<file path="config.mk">
export PLATFORM = sky130hd
export DESIGN_NAME = irom_flash_loader
export DESIGN_NICKNAME = d
export VERILOG_FILES = /design/src/rtl/irom_flash_loader.sv
export SDC_FILE = /design/constraint.sdc
export NUM_CORES = 1
export LEC_CHECK = 0
export BUFFER_PORTS_ARGS = -buffer_cell sky130_fd_sc_hd__buf_4
export CORE_MARGIN = 8
export CORE_UTILIZATION = 30
export CTS_CLUSTER_DIAMETER = 30
export DETAILED_ROUTE_END_ITERATION = 10
export MAX_ROUTING_LAYER = met4
export PLACE_DENSITY = 0.55
export SLEW_MARGIN = 0
export SYNTH_ARGS = -nofsm -noshare
export SYNTH_HDL_FRONTEND = slang
export SYNTH_SLANG_ARGS = --single-unit
</file>
<file path="constraint.sdc">
create_clock -name clk -period 2.64 [get_ports clk]
set_input_delay 0.132 -clock clk [delete_from_list [all_inputs] [get_ports clk]]
set_output_delay 0.132 -clock clk [all_outputs]
set_load 0.01 [all_outputs]
</file>
<file path="src/rtl/irom_flash_loader.sv">
// Flash loader for the instruction ROM: while FlashEnable is high, pulls words from the
// parallel I/O peripheral and writes them sequentially into IROM from address 0, stalling the core.
module irom_flash_loader #(
   parameter int ADR_WIDTH  = 8,
   parameter int DATA_WIDTH = 16
) (
   input  logic                  clk,
   input  logic                  reset,
   input  logic                  FlashEnable,
   input  logic                  IOReady,
   input  logic [DATA_WIDTH-1:0] ParallelIn,
   output logic                  IOWaiting,
   output logic                  Flash,
   output logic [ADR_WIDTH-1:0]  FlashAdr,
   output logic [DATA_WIDTH-1:0] FlashData,
   output logic                  CoreHold,
   output logic                  FlashDone,
   output logic [ADR_WIDTH:0]    WordCount
);

   typedef enum logic [1:0] {
      IDLE  = 2'd0,
      WAIT  = 2'd1,
      WRITE = 2'd2,
      DONE  = 2'd3
   } state_t;

   state_t                  state_r;
   state_t                  state_s;
   logic [ADR_WIDTH-1:0]    adr_r;
   logic [ADR_WIDTH-1:0]    adr_s;
   logic [DATA_WIDTH-1:0]   data_r;
   logic [DATA_WIDTH-1:0]   data_s;
   logic [ADR_WIDTH:0]      count_r;
   logic [ADR_WIDTH:0]      count_s;
   logic                    waiting_r;
   logic                    flash_r;
   logic                    hold_r;
   logic                    done_r;

   // Next-state, address, data and count decode.
   always_comb begin
      state_s = state_r;
      adr_s   = adr_r;
      data_s  = data_r;
      count_s = count_r;
      case (state_r)
         IDLE: begin
            if (FlashEnable) begin
               state_s = WAIT;
               adr_s   = {ADR_WIDTH{1'b0}};
               count_s = {(ADR_WIDTH+1){1'b0}};
            end else begin
               state_s = IDLE;
            end
         end
         WAIT: begin
            // A release of FlashEnable wins over a word offered in the same cycle.
            if (!FlashEnable) begin
               state_s = DONE;
            end else if (IOReady) begin
               data_s  = ParallelIn;
               state_s = WRITE;
            end else begin
               state_s = WAIT;
            end
         end
         WRITE: begin
            count_s = count_r + {{ADR_WIDTH{1'b0}}, 1'b1};
            if (adr_r == {ADR_WIDTH{1'b1}}) begin
               state_s = DONE;
            end else begin
               adr_s   = adr_r + {{(ADR_WIDTH-1){1'b0}}, 1'b1};
               state_s = WAIT;
            end
         end
         DONE: begin
            if (!FlashEnable) begin
               state_s = IDLE;
            end else begin
               state_s = DONE;
            end
         end
         default: begin
            state_s = IDLE;
         end
      endcase
   end

   // State, datapath and output flag registers; flags are decoded from the next state so
   // they line up with the state they describe.
   always_ff @(posedge clk) begin
      if (reset) begin
         state_r   <= IDLE;
         adr_r     <= {ADR_WIDTH{1'b0}};
         data_r    <= {DATA_WIDTH{1'b0}};
         count_r   <= {(ADR_WIDTH+1){1'b0}};
         waiting_r <= 1'b0;
         flash_r   <= 1'b0;
         hold_r    <= 1'b0;
         done_r    <= 1'b0;
      end else begin
         state_r   <= state_s;
         adr_r     <= adr_s;
         data_r    <= data_s;
         count_r   <= count_s;
         waiting_r <= (state_s == WAIT);
         flash_r   <= (state_s == WRITE);
         hold_r    <= (state_s != IDLE);
         done_r    <= (state_s == DONE);
      end
   end

   assign IOWaiting = waiting_r;
   assign Flash     = flash_r;
   assign FlashAdr  = adr_r;
   assign FlashData = data_r;
   assign CoreHold  = hold_r;
   assign FlashDone = done_r;
   assign WordCount = count_r;

endmodule

</file>
# --- Word level (Yosys, flattened, before mapping) ---
# Cells that the tools add are included.
totals:
  register_bits: 39
  latch_bits: 0
  ram_bits: 0
  rom_bits: 0
  inputBits: 20
  output_inout_bits: 37
  word_cells: 36
  n_memories: 0
classes:
  addsub: 2
  n_mul: 0
  div: 0
  order_cmp: 0
  eq_ne: 9
  shift: 0
  muxes: 11
  n_bitwise: 0
  reduce_logical: 6
op_table:
  columns: ["operator", "count"]
  rows:
  - ["9-bit one-hot mux with 2 select lines", 1]
  - ["8-bit 2-to-1 mux", 2]
  - ["8-bit one-hot mux with 2 select lines", 1]
  - ["9-bit by 1-bit adder with 9-bit output (second input constant)", 1]
  - ["9-bit 2-to-1 mux", 1]
  - ["8-bit by 1-bit adder with 8-bit output (second input constant)", 1]
  - ["2-bit == test (second input constant)", 4]
  - ["8-bit == test (second input constant)", 1]
  - ["2-bit 2-to-1 mux", 4]
  - ["2-bit one-hot mux with 4 select lines", 1]
  - ["3-bit AND reduction", 2]
  - ["2-bit by 1-bit == test with 1-bit output (second input constant)", 2]
  - ["2-bit inequality test (second input constant)", 2]
  - ["2-bit nonzero test", 2]
  - ["2-bit zero test", 1]
  - ["2-bit AND reduction", 1]
  - ["1-bit 2-to-1 mux", 1]

# --- Logic depth before layout (Yosys ltp) ---
depth:
  word_depth: 4
  mapped_depth: 7
  mapped_depth_nobuf: 5

# --- Worst setup path before layout ---
# Ideal clock, no wire load.
synth_timing:
  path_type: "reg2reg"
  from: "reg adr_r[0] (netlist: FlashAdr[0])"
  to: "reg adr_r[4] (netlist: FlashAdr[4])"
  setup_time_ps: 132
  arrival_ps: 1417
  required_ps: 2508
  setup_slack_ps: 1090
  stages_incl_launch_ff: 7
  path_buffers: 1
  period_less_slack_ps: 1550
  path_cell_list: "dfxtp_1 ha_1 and4_1 buf_4 a31o_2 o21ai_0 a21oi_1"
synth_via:
  elab_chain_len: 3
  elab_cells_between_ends: 6
  cone_classes: "add/sub: 1; eq/ne: 2; mux: 2; reduce/logical: 1"
synth_lines:
  columns: ["item", "line", "source"]
  rows:
  - ["start: declaration", "30", "logic [ADR_WIDTH-1:0] adr_r;"]
  - ["start signal: assignment", "95", "adr_r <= {ADR_WIDTH{1'b0}};"]
  - ["start signal: assignment", "104", "adr_r <= adr_s;"]
  - ["8-bit by 1-bit adder with 8-bit output / 8-bit == test (equally long branches)", "73, 70", null]
  - ["8-bit 2-to-1 mux / 2-bit inequality test (equally long branches)", null, null]
  - ["8-bit one-hot mux with 2 select lines / 3-bit AND reduction (equally long branches)", null, null]
# Parallel ways exist; a longest one is shown, timed or not. The select of a mux whose other input is x is not followed.
# A chain may end at the register's enable or synchronous reset.

# --- Worst setup path after layout ---
layout_timing:
  from: "reg state_r[1]"
  to: "reg count_r[8] (netlist: WordCount[8])"
layout_via:
  elab_chain_len: 3
  elab_cells_between_ends: 6
  cone_classes: "eq/ne: 2; mux: 1; reduce/logical: 3"
layout_lines:
  columns: ["item", "line", "source"]
  rows:
  - ["start: declaration", "28", "state_t state_r;"]
  - ["start signal: assignment", "103", "state_r <= state_s;"]
  - ["2-bit == test / 2-bit zero test (equally long branches)", "47", "case (state_r)"]
  - ["2-bit nonzero test (no source line) / 2-bit inequality test (equally long branches)", null, null]
  - ["2-bit AND reduction (no source line)", null, null]
  - ["end signal: assignment", "97", "count_r <= {(ADR_WIDTH+1){1'b0}};"]
  - ["end signal: assignment", "106", "count_r <= count_s;"]
  - ["end: declaration", "34", "logic [ADR_WIDTH:0] count_r;"]
# Parallel ways exist; a longest one is shown, timed or not.

==> impl_metrics.xml <==
<?xml version="1.0" encoding="UTF-8"?>
<metrics>
  <group name="yosys">
    <metric name="postSynthAreaPerCell" unit="µm²">8.12</metric>
    <metric name="postSynthNetCount" unit="">227</metric>
    <metric name="synth.top_cells.by_area" unit="">sky130_fd_sc_hd__dfxtp_1 (47%), sky130_fd_sc_hd__a21oi_1 (10%), sky130_fd_sc_hd__nand2_1 (9.7%)</metric>
    <metric name="synth-simple-area-share" unit="%">25.9</metric>
    <metric name="post-synth-top-area-fraction" unit="%">46.9</metric>
    <metric name="synth-adder-area-share" unit="%">1.50</metric>
    <metric name="yosys-mux-area-fraction" unit="%">2.71</metric>
    <metric name="yosys_most_used_dff" unit="">sky130_fd_sc_hd__dfxtp_1</metric>
    <metric name="synth_top_family_by_area" unit="">simple AND/OR/NAND/NOR gates</metric>
    <metric name="synth-edff-count" unit="">0</metric>
    <metric name="netlist_instances" unit="">205</metric>
    <metric name="synth-compound-area-share" unit="%">18.5</metric>
    <metric name="netlist-cell-type-count" unit="">39</metric>
    <metric name="async_reset_ff_share" unit="%">0</metric>
    <metric name="synth-xor-area-share" unit="%">0</metric>
    <metric name="ys_warn_count" unit="">0</metric>
    <metric name="sequential_fraction_of_the_synthesis_area" unit="%">46.9</metric>
    <metric name="synthesis.area" unit="µm²">1660</metric>
    <metric name="post-synth-top-area-cell" unit="">sky130_fd_sc_hd__dfxtp_1</metric>
    <metric name="synth-seq-cells" unit="">39</metric>
  </group>
  <group name="run">
    <metric name="drv.max_cap_violation_count" unit="">0</metric>
  </group>
  <group name="setup_path">
    <metric name="critical_path.endpoint_type" unit="">register</metric>
    <metric name="cp_cell_sequence" unit="">and2b_1 &gt; nand4_1 &gt; or3_1 &gt; a21oi_1</metric>
    <metric name="worstPathRequired" unit="ns">2.86</metric>
    <metric name="setup.worst_path.class" unit="">reg2reg</metric>
    <metric name="cell_family_contributing_the_most_delay_on_the_critical_path" unit="">simple AND/OR/NAND/NOR gates</metric>
    <metric name="arrival" unit="ns">2.07</metric>
    <metric name="critical_path.slowest_cell" unit="">sky130_fd_sc_hd__dfxtp_1</metric>
    <metric name="setup.worst_path.start" unit="">state_r[1]$_SDFF_PP0_</metric>
    <metric name="worst_r2r_startpoint" unit="">state_r[1]$_SDFF_PP0_</metric>
    <metric name="start_kind" unit="">register</metric>
    <metric name="cp_num_buf_inv" unit="">0</metric>
    <metric name="critical-path-max-stage-delay" unit="ns">0.58</metric>
    <metric name="timing.critical_path.fanout_max" unit="">14</metric>
  </group>
  <group name="route">
    <metric name="detailedRoute.firstPassIterationCount" unit="">4</metric>
    <metric name="viasPerCell" unit="">4.74</metric>
    <metric name="detailroute.via_count" unit="">1549</metric>
    <metric name="detail_route.iter0.violations" unit="">87</metric>
    <metric name="drt_drc_violations_left" unit="">0</metric>
    <metric name="antenna_violating_nets_post_route" unit="">0</metric>
    <metric name="route.detailed.wl_per_inst" unit="µm">13.5</metric>
    <metric name="drt_wl_total" unit="µm">4420</metric>
  </group>
  <group name="timing">
    <metric name="max_slew.worst_pin.slew" unit="ns">0.663</metric>
    <metric name="timing.final.max_slew_violations" unit="">0</metric>
    <metric name="max-slew-margin-rel" unit="%">55.7</metric>
    <metric name="finalSetupViolCount" unit="">0</metric>
    <metric name="tns" unit="ns">0</metric>
    <metric name="report.final.hold_viol_count" unit="">0</metric>
    <metric name="rsz0062_at_grt" unit="">no</metric>
    <metric name="fin_worst_skew" unit="ns">0.00523</metric>
    <metric name="fin_crit" unit="ns">1.85</metric>
    <metric name="fin_hold_ws" unit="ns">0.0805</metric>
    <metric name="fmax" unit="GHz">0.540</metric>
    <metric name="finalCritPeriodShare" unit="%">70.1</metric>
  </group>
  <group name="floorplanning">
    <metric name="die-width" unit="µm">90.5</metric>
    <metric name="fp.coreArea" unit="µm²">5440</metric>
    <metric name="rows" unit="">27</metric>
    <metric name="fp.dieH" unit="µm">90.5</metric>
    <metric name="initial_core_util" unit="%">30.6</metric>
    <metric name="i_o_pin_cnt" unit="">57</metric>
    <metric name="design.die.area" unit="µm²">8190</metric>
  </group>
  <group name="clock_network">
    <metric name="cts-resized-gates" unit="">0</metric>
    <metric name="cts_root_buf" unit="">sky130_fd_sc_hd__clkbuf_8</metric>
    <metric name="clock_latency_late_sink" unit="ns">0.29</metric>
    <metric name="cts.reportedPaths.clkPinSlew" unit="ns">0.08</metric>
    <metric name="total_cts_buffers" unit="">5</metric>
    <metric name="cts_hold_buf" unit="">0</metric>
    <metric name="cts_tree" unit="">yes</metric>
    <metric name="cts_htree_levels" unit="">2</metric>
    <metric name="cts_post_setup_buffers_inserted" unit="">0</metric>
    <metric name="cts_buffer_depth" unit="">2</metric>
    <metric name="tritoncts_num_sinks" unit="">39</metric>
  </group>
  <group name="pwr">
    <metric name="leakage_power_figure" unit="nW">0.913</metric>
    <metric name="pwr_density_cell" unit="nW/µm²">547</metric>
    <metric name="ir_drop" unit="mV">0.265</metric>
    <metric name="fin_total_pwr" unit="mW">1.21</metric>
  </group>
  <group name="final_layout">
    <metric name="mostFrequentLayoutCells" unit="">sky130_fd_sc_hd__buf_4 (56), sky130_fd_sc_hd__nand2_1 (43), sky130_fd_sc_hd__dfxtp_1 (39), sky130_fd_sc_hd__a21oi_1 (34), sky130_fd_sc_hd__nor2_1 (14)</metric>
    <metric name="drive_above_1_share" unit="%">29.0</metric>
    <metric name="mostFrequentLayoutCell" unit="">sky130_fd_sc_hd__buf_4</metric>
    <metric name="final_nets" unit="">276</metric>
    <metric name="num_antenna_cells" unit="">0</metric>
    <metric name="synthToLayoutAreaGrowth" unit="%">33.2</metric>
  </group>
  <group name="global_route">
    <metric name="vias_in_the_first_global_route" unit="">1432</metric>
    <metric name="number_of_antenna_violations_at_the_first_check_in_global_routing" unit="">0</metric>
    <metric name="grt_remaining_overflow" unit="">0</metric>
    <metric name="pin_count_of_the_biggest_net_entering_global_routing" unit="">39</metric>
    <metric name="grtUsageTotal" unit="%">11.0</metric>
    <metric name="grt_first_pass_wirelength" unit="µm">7300</metric>
  </group>
  <group name="place">
    <metric name="dp.final_hpwl" unit="µm">3070</metric>
    <metric name="place_congestion" unit="">0.726</metric>
    <metric name="port_buffer_count" unit="">56</metric>
  </group>
  <group name="hold_path">
    <metric name="worst_min_delay_path_category" unit="">in2reg</metric>
    <metric name="hp-start" unit="">ParallelIn[6]</metric>
  </group>
  <group name="status">
    <metric name="run_status" unit="">finished clean</metric>
  </group>
</metrics>
per-stage QoR:
stage	instances	instance area (µm²)	util [%]	setup WS (ns)
3_3_place_gp	319	2100	38.7	0.893
3_5_place_dp	319	2100	38.7	0.835
6_report	327	2220	40.8	0.789
5_1_grt	327	2220	40.8	0.584
4_1_cts	327	2220	40.8	0.807
2_1_floorplan	205	1660	-	1.09
cell type report:
| class | count | area (µm²) |
|---|---|---|
| multi-input cells | 151 | 810 |
| repair buffers | 56 | 420 |
| inverters | 1 | 3.75 |
| clock buffers | 5 | 68.8 |
| fillers | 571 | 3220 |
| well taps | 72 | 90.1 |
| clock inverters | 3 | 43.8 |
| flip-flops and latches | 39 | 781 |
path summary, 6_finish.rpt:
check                                                 end  slack, ns  cells after the start
worst max-delay path            WordCount[8]$_SDFFE_PP0P_       0.79                      4
worst min-delay path            FlashData[6]$_SDFFE_PP0P_       0.08                      3
worst max register to register  WordCount[8]$_SDFFE_PP0P_       0.79                      4
worst min register to register  FlashData[2]$_SDFFE_PP0P_       0.46                      2
sequential cells by signal (all words and copies together) (netlist names):
name / cells
FlashDone: 1
WordCount: 9
Flash: 1
CoreHold: 1
state_r: 2
IOWaiting: 1
FlashData: 16
FlashAdr: 8
cell usage after synthesis (2+ instances only):
cell type                  instances
sky130_fd_sc_hd__nand4_1           4
sky130_fd_sc_hd__buf_2             3
sky130_fd_sc_hd__dfxtp_1          39
sky130_fd_sc_hd__clkbuf_1          6
sky130_fd_sc_hd__clkbuf_2          2
sky130_fd_sc_hd__and3_2            2
sky130_fd_sc_hd__a21oi_1          34
sky130_fd_sc_hd__nand2_1          43
sky130_fd_sc_hd__nor3_1            4
sky130_fd_sc_hd__a211oi_1          3
sky130_fd_sc_hd__nand3_1           7
sky130_fd_sc_hd__buf_4             3
sky130_fd_sc_hd__nand2b_1          3
sky130_fd_sc_hd__o21ai_0           4
sky130_fd_sc_hd__ha_1              2
sky130_fd_sc_hd__and3_1            4
sky130_fd_sc_hd__mux2_2            4
sky130_fd_sc_hd__a311oi_1          2
sky130_fd_sc_hd__a31oi_1           3
sky130_fd_sc_hd__nor2_1           14
cells by family (layout without fill, tap and decap cells):
logic type / Yosys count / after routing
compound gates: 53 / 53
buf+inv: 15 / 65
fa+ha+maj: 2 / 2
flops: 39 / 39
mux: 4 / 4
simple gates: 92 / 92
power breakdown:
group          internal (mW)  switching (mW)
Combinational         0.0491          0.0524
Sequential             0.601          0.0115
Clock                  0.281           0.217
Total                  0.931           0.281
per-layer routing:
metal | global-route usage [%] | part of all wire, % | vias to the layer above
li1 | - | - | 814
met1 | 12.8 | 46 | 698
met2 | 17.5 | 48 | 33
met3 | 2.99 | 4.3 | 4
met4 | 4.16 | 1.2 | 0
met5 | - | 0 | -
worst reg2reg max path: stages (launching register included):
cell and delay [ns]:
sky130_fd_sc_hd__dfxtp_1 0.58, sky130_fd_sc_hd__and2b_1 0.47, sky130_fd_sc_hd__nand4_1 0.22, sky130_fd_sc_hd__or3_1 0.38, sky130_fd_sc_hd__a21oi_1 0.14
Power figures use the tool's default switching activity.
